## config.mk

```make
export PLATFORM = sky130hd
export DESIGN_NAME = fetch_unit
export DESIGN_NICKNAME = d
export VERILOG_FILES = /design/src/rtl/fetch_unit.sv
export SDC_FILE = /design/constraint.sdc
export NUM_CORES = 1
export LEC_CHECK = 0
export BUFFER_PORTS_ARGS = -buffer_cell sky130_fd_sc_hd__buf_2
export CORE_UTILIZATION = 30
export CTS_BUF_LIST = sky130_fd_sc_hd__clkbuf_8 sky130_fd_sc_hd__clkbuf_16
export DETAILED_ROUTE_END_ITERATION = 12
export HOLD_SLACK_MARGIN = 0.06
export PLACE_DENSITY = 0.62
export SLEW_MARGIN = 20
export SYNTH_ARGS = -nofsm -noshare
export SYNTH_HDL_FRONTEND = slang
export SYNTH_SLANG_ARGS = --single-unit
```

## constraint.sdc

```tcl
create_clock -name clk -period 6.8 [get_ports clk]
set_input_delay 1.7 -clock clk [delete_from_list [all_inputs] [get_ports clk]]
set_output_delay 1.7 -clock clk [all_outputs]
set_load 0.03 [all_outputs]
```

## src/rtl/fetch_unit.sv

```systemverilog
// Instruction-fetch controller: issues req/ack fetches at the current PC, computes the
// next PC and its freeze, and owns the IF/ID slot (stall hold, branch flush, stale-fetch kill).
module fetch_unit #(
  parameter int                    WORD_WIDTH = 32,
  parameter logic [WORD_WIDTH-1:0] RESET_PC   = '0,
  parameter int                    PC_STEP    = 4
) (
  input  logic                  clk,
  input  logic                  rst,
  input  logic                  Freeze,
  input  logic                  Branch_taken,
  input  logic [WORD_WIDTH-1:0] Branch_addr,
  input  logic [WORD_WIDTH-1:0] PC_cur,
  output logic [WORD_WIDTH-1:0] PC_next,
  output logic                  PC_freeze,
  output logic                  imem_req,
  output logic [WORD_WIDTH-1:0] imem_addr,
  input  logic                  imem_ack,
  input  logic [WORD_WIDTH-1:0] imem_rdata,
  output logic                  IF_valid,
  output logic [WORD_WIDTH-1:0] IF_instr,
  output logic [WORD_WIDTH-1:0] IF_pc
);

  typedef enum logic [1:0] {IDLE, REQ, HOLD, KILL} state_t;

  state_t                  state_q, state_d;
  logic                    valid_q, valid_d;
  logic [WORD_WIDTH-1:0]   instr_q, instr_d;
  logic [WORD_WIDTH-1:0]   ifpc_q, ifpc_d;
  logic [WORD_WIDTH-1:0]   buf_q, buf_d;
  logic [WORD_WIDTH-1:0]   bufpc_q, bufpc_d;
  logic [WORD_WIDTH-1:0]   kill_q, kill_d;
  logic [WORD_WIDTH-1:0]   pc_inc;

  // Sequential increment wraps modulo 2^WORD_WIDTH.
  function automatic logic [WORD_WIDTH-1:0] step_pc(input logic [WORD_WIDTH-1:0] pc);
    return pc + WORD_WIDTH'(PC_STEP);
  endfunction

  assign pc_inc = step_pc(PC_cur);

  always_ff @(posedge clk or posedge rst) begin
    if (rst) begin
      state_q <= IDLE;
      valid_q <= 1'b0;
      instr_q <= '0;
      ifpc_q  <= RESET_PC;
      buf_q   <= '0;
      bufpc_q <= RESET_PC;
      kill_q  <= RESET_PC;
    end else begin
      state_q <= state_d;
      valid_q <= valid_d;
      instr_q <= instr_d;
      ifpc_q  <= ifpc_d;
      buf_q   <= buf_d;
      bufpc_q <= bufpc_d;
      kill_q  <= kill_d;
    end
  end

  always_comb begin
    state_d   = state_q;
    valid_d   = valid_q;
    instr_d   = instr_q;
    ifpc_d    = ifpc_q;
    buf_d     = buf_q;
    bufpc_d   = bufpc_q;
    kill_d    = kill_q;
    imem_req  = 1'b0;
    imem_addr = PC_cur;
    PC_freeze = 1'b1;
    PC_next   = PC_cur;

    case (state_q)
      IDLE: begin
        // One-cycle gap after reset; a branch arriving here is ignored.
        state_d = REQ;
      end

      REQ: begin
        imem_req = 1'b1;
        if (Branch_taken) begin
          PC_freeze = 1'b0;
          PC_next   = Branch_addr;
          valid_d   = 1'b0;
          if (!imem_ack) begin
            // The in-flight request must still complete before a new one can issue.
            kill_d  = PC_cur;
            state_d = KILL;
          end
        end else if (imem_ack) begin
          if (!Freeze) begin
            instr_d   = imem_rdata;
            ifpc_d    = pc_inc;
            valid_d   = 1'b1;
            PC_freeze = 1'b0;
            PC_next   = pc_inc;
          end else begin
            buf_d   = imem_rdata;
            bufpc_d = pc_inc;
            state_d = HOLD;
          end
        end else if (!Freeze) begin
          valid_d = 1'b0;
        end
      end

      HOLD: begin
        if (Branch_taken) begin
          PC_freeze = 1'b0;
          PC_next   = Branch_addr;
          valid_d   = 1'b0;
          state_d   = REQ;
        end else if (!Freeze) begin
          instr_d   = buf_q;
          ifpc_d    = bufpc_q;
          valid_d   = 1'b1;
          PC_freeze = 1'b0;
          PC_next   = pc_inc;
          state_d   = REQ;
        end
      end

      KILL: begin
        imem_req  = 1'b1;
        imem_addr = kill_q;
        if (Branch_taken) begin
          PC_freeze = 1'b0;
          PC_next   = Branch_addr;
          valid_d   = 1'b0;
        end
        if (imem_ack) begin
          state_d = REQ;
        end
      end

      default: state_d = IDLE;
    endcase
  end

  assign IF_valid = valid_q;
  assign IF_instr = instr_q;
  assign IF_pc    = ifpc_q;

endmodule
```

==> summary.md <==
| Metric | Value |
|---|---|
| Hold_sp | `IF_pc[6]` |
| Initial Util | `between 30% and 40%` |
| Crit share post-route | `between 80% and 90%` |
| Syn_nets | `~1.2k` |
| Port bufs | `~230` |
| H-Tree Depth | `4` |
| Reg area | `~4100 um2` |
| Detailed Route WL | `31400 um` |
| Antenna Nets Post-Route | `0` |
| Layout Skew | `~0.009 ns` |
| Commonest cells post-synth | `210 x nand2_1, 163 x dfrtp_1, 111 x nor2_1, 70 x mux2_2, 62 x a21oi_1` |
| Rel. slew slack | `between 20% and 30%` |
| Reg-to-Reg End | `IF_pc[10]` |
| Synth cell types | `69` |
| Vias in the first global route | `around 8.0k` |
| Sink Count | `between 150 and 200` |
| Synth async-reset ratio | `100%` |
| Largest net degree at the start of global routing | `just over 70` |
| Min Tclk post-route | `roughly 5.8 ns` |
| Synth Register Bits | `about 160` |
| Core Rows | `64` |
| Worst-path clk slew | `0.07 ns` |
| Hold EP | `IF_pc[6]` |
| CP max FO | `9` |
| Hold path cells | `2` |
| Area share of the largest cell type after synthesis | `a little over two fifths` |
| Endpoints failing setup | `0` |
| FMAX | `173 MHz` |
| Crit Path Category | `in2out` |
| Grt ovf | `0` |
| Syn_area_per_cell | `around 8.6 um2` |
| # fillers | `about 3.2k` |
| Later-pin clock latency in the skew report | `about 0.44 ns` |
| HPWL after detailed placement | `22200 um` |
| Clock Path Buffers | `2` |
| Sequential area share after synthesis | `between 40% and 50%` |
| Worst R2R Start | `state_q[0]` |
| CTS root buffer | `clkbuf_16` |
| Yosys warnings | `0` |
| Iter 0 DRT Violations | `714` |
| Main synth FF type | `dfrtp_1` |
| Synth area leaders | `dfrtp_1 44%, mux2_2 8.4%, nand2_1 8.4%` |
| Area grow syn2layout | `20.9%` |
| Pins Over Slew Limit | `0` |
| Worst vdd ir | `~0.00016 V` |
| First-pass GRT wire length | `47900 um` |
| Post-CTS Hold Buffers | `0` |
| CTS buffer count | `17` |
| Setup total negative slack | `0 ns` |
| Measured slew at the worst slew-check pin | `between 1 and 1.5 ns` |
| Vias | `just under 9k` |
| GPL Wtd Cong | `between 0.8 and 0.9` |
| Vias per inst | `around 5.3` |
| Pwr dens | `about 310 nW/um2` |
| MaxCap Viol Count | `0` |
| DR WL/cell | `around 19 um` |
| DRT Pass-1 Iters | `5` |
| Critical Path RT | `a little over 5 ns` |
| Hold Path Class | `reg2reg` |
| RSZ-0062 raised after global routing | `no` |
| Count leader, synth | `nand2_1` |
| Initial antenna violation count | `2` |
| Final Hold Fails | `0` |
| Core Region | `30600 um2` |
| Post-Syn Area | `~9300 um2` |
| FF-to-FF setup slack | `roughly 4.0 ns` |
| Die W | `around 180 um` |
| Crit path launch type | `input port` |
| Die ar. | `31800 um2` |
| Drc violations | `0` |
| R2r worst-path depth | `8` |
| Crit. End Element | `primary output` |
| Design Power | `3.53 mW` |
| CTS tree | `yes` |
| Multi-input logic area | `4780 um2` |
| Tot GR Track Use | `around a fifth` |
| Layout cell share with drive strength beyond 1 | `between 20% and 30%` |
| Top cell type by total area after synthesis | `dfrtp_1` |
| Die H | `178 um` |
| I/O pin total | `~230` |
| Status | `finished clean` |
| Leak | `5.02 nW` |
| Crit path DAT | `between 4 and 5 ns` |
| Nets | `1358` |
| Cells after synthesis | `about 1.1k` |
| # Post-CTS Setup Buffers | `0` |
| Number of synthesized flops with an enable pin | `0` |
| Post_cts resized | `0` |
-- worst max path at each step --
stage                     startpoint           to  slack [ns]  depth (start not counted)
after detailed placement   PC_cur[2]  PC_next[28]        1.04                          8
after CTS                  PC_cur[2]  PC_next[28]        1.03                          8
after global placement     PC_cur[2]  PC_next[28]        1.10                          8
final                      PC_cur[2]  PC_next[28]        1.03                          8
after floorplan                  rst  IF_instr[0]        0.70                          1
after global routing       PC_cur[2]  PC_next[28]        0.79                          8
-- sequential cells by signal, summed over array words and instances, names as in the netlist --
register and count:
bufpc_q 32, IF_instr 32, buf_q 32, state_q 2
IF_valid 1, kill_q 32, IF_pc 32
-- cells in the final DEF (no fill, tap or decap), drive strengths merged, types with 6 or more instances in the layout --
cell type | Yosys | routed
a211oi | 12 | 12
a21o | 11 | 11
a21oi | 62 | 62
a221oi | 6 | 6
a22oi | 8 | 8
a31oi | 43 | 43
a32oi | 6 | 6
and3 | 8 | 8
buf | 44 | 251
clkbuf | 55 | 17
clkinv | 2 | 7
dfrtp | 163 | 163
inv | 15 | 22
mux2 | 70 | 70
nand2 | 210 | 210
nand2b | 7 | 7
nand3 | 23 | 23
nand4 | 17 | 17
nor2 | 111 | 111
nor2b | 6 | 6
nor3 | 14 | 14
nor4 | 7 | 7
o211ai | 15 | 15
o21ai | 65 | 65
o22ai | 12 | 12
xnor2 | 15 | 15
xor2 | 7 | 7
-- power by group --
part	internal [mW]	switching (mW)	total [mW]	leakage [nW]
Sequential	1.25	0.138	1.39	1.91
Clock	0.479	0.443	0.922	0.270
Combinational	0.404	0.819	1.22	2.84
Total	2.13	1.40	3.53	5.02
-- worst max-delay path: stages --
cell	delay, ns
buf_2	0.19
ha_1	0.28
nand3_1	0.21
nor4_4	0.58
nand3_1	0.18
or4_1	0.54
nand3_1	0.15
buf_2	0.23
-- metrics by stage --
stage / hold slack (ns) / worst slack [ns] / area, um2 / util [%] / instances
final: 0.472 / 1.03 / 11300 / 36.9 / 1666
after global routing: 0.499 / 0.786 / 11300 / 36.9 / 1665
after CTS: 0.484 / 1.03 / 11300 / 36.9 / 1665
after detailed placement: 0.467 / 1.04 / 10700 / 35.1 / 1633
after global placement: 0.456 / 1.10 / 10700 / 35.1 / 1633
after floorplan: 0.459 / 0.695 / 9340 / - / 1085
-- layout make-up --
type | instances | area share [%]
timing repair buffer | 251 | 11.6
clock buffer | 17 | 3.77
tap | 396 | 4.39
antenna | 1 | 0.0222
sequential | 163 | 36.1
multi-input combinational | 806 | 42.3
inverter | 17 | 0.610
clock inverter | 15 | 1.13
-- kinds of logic after synthesis --
logic type	synth area share, %
compound gates	19.3
xor+xnor	2.06
fa+ha+maj	0.134
buf+inv	5.47
flops	43.7
mux	8.55
simple gates	20.8
-- routing by layer --
metal  vias up  GRT usage [%]  share of wire [%]
met3        44           3.67                6.3
met1      4287           27.9                 46
met5         -              0                  0
met4         0           6.67                2.2
met2       367           30.3                 46
li1       4202              -                  -
Power figures use the tool's default switching activity.
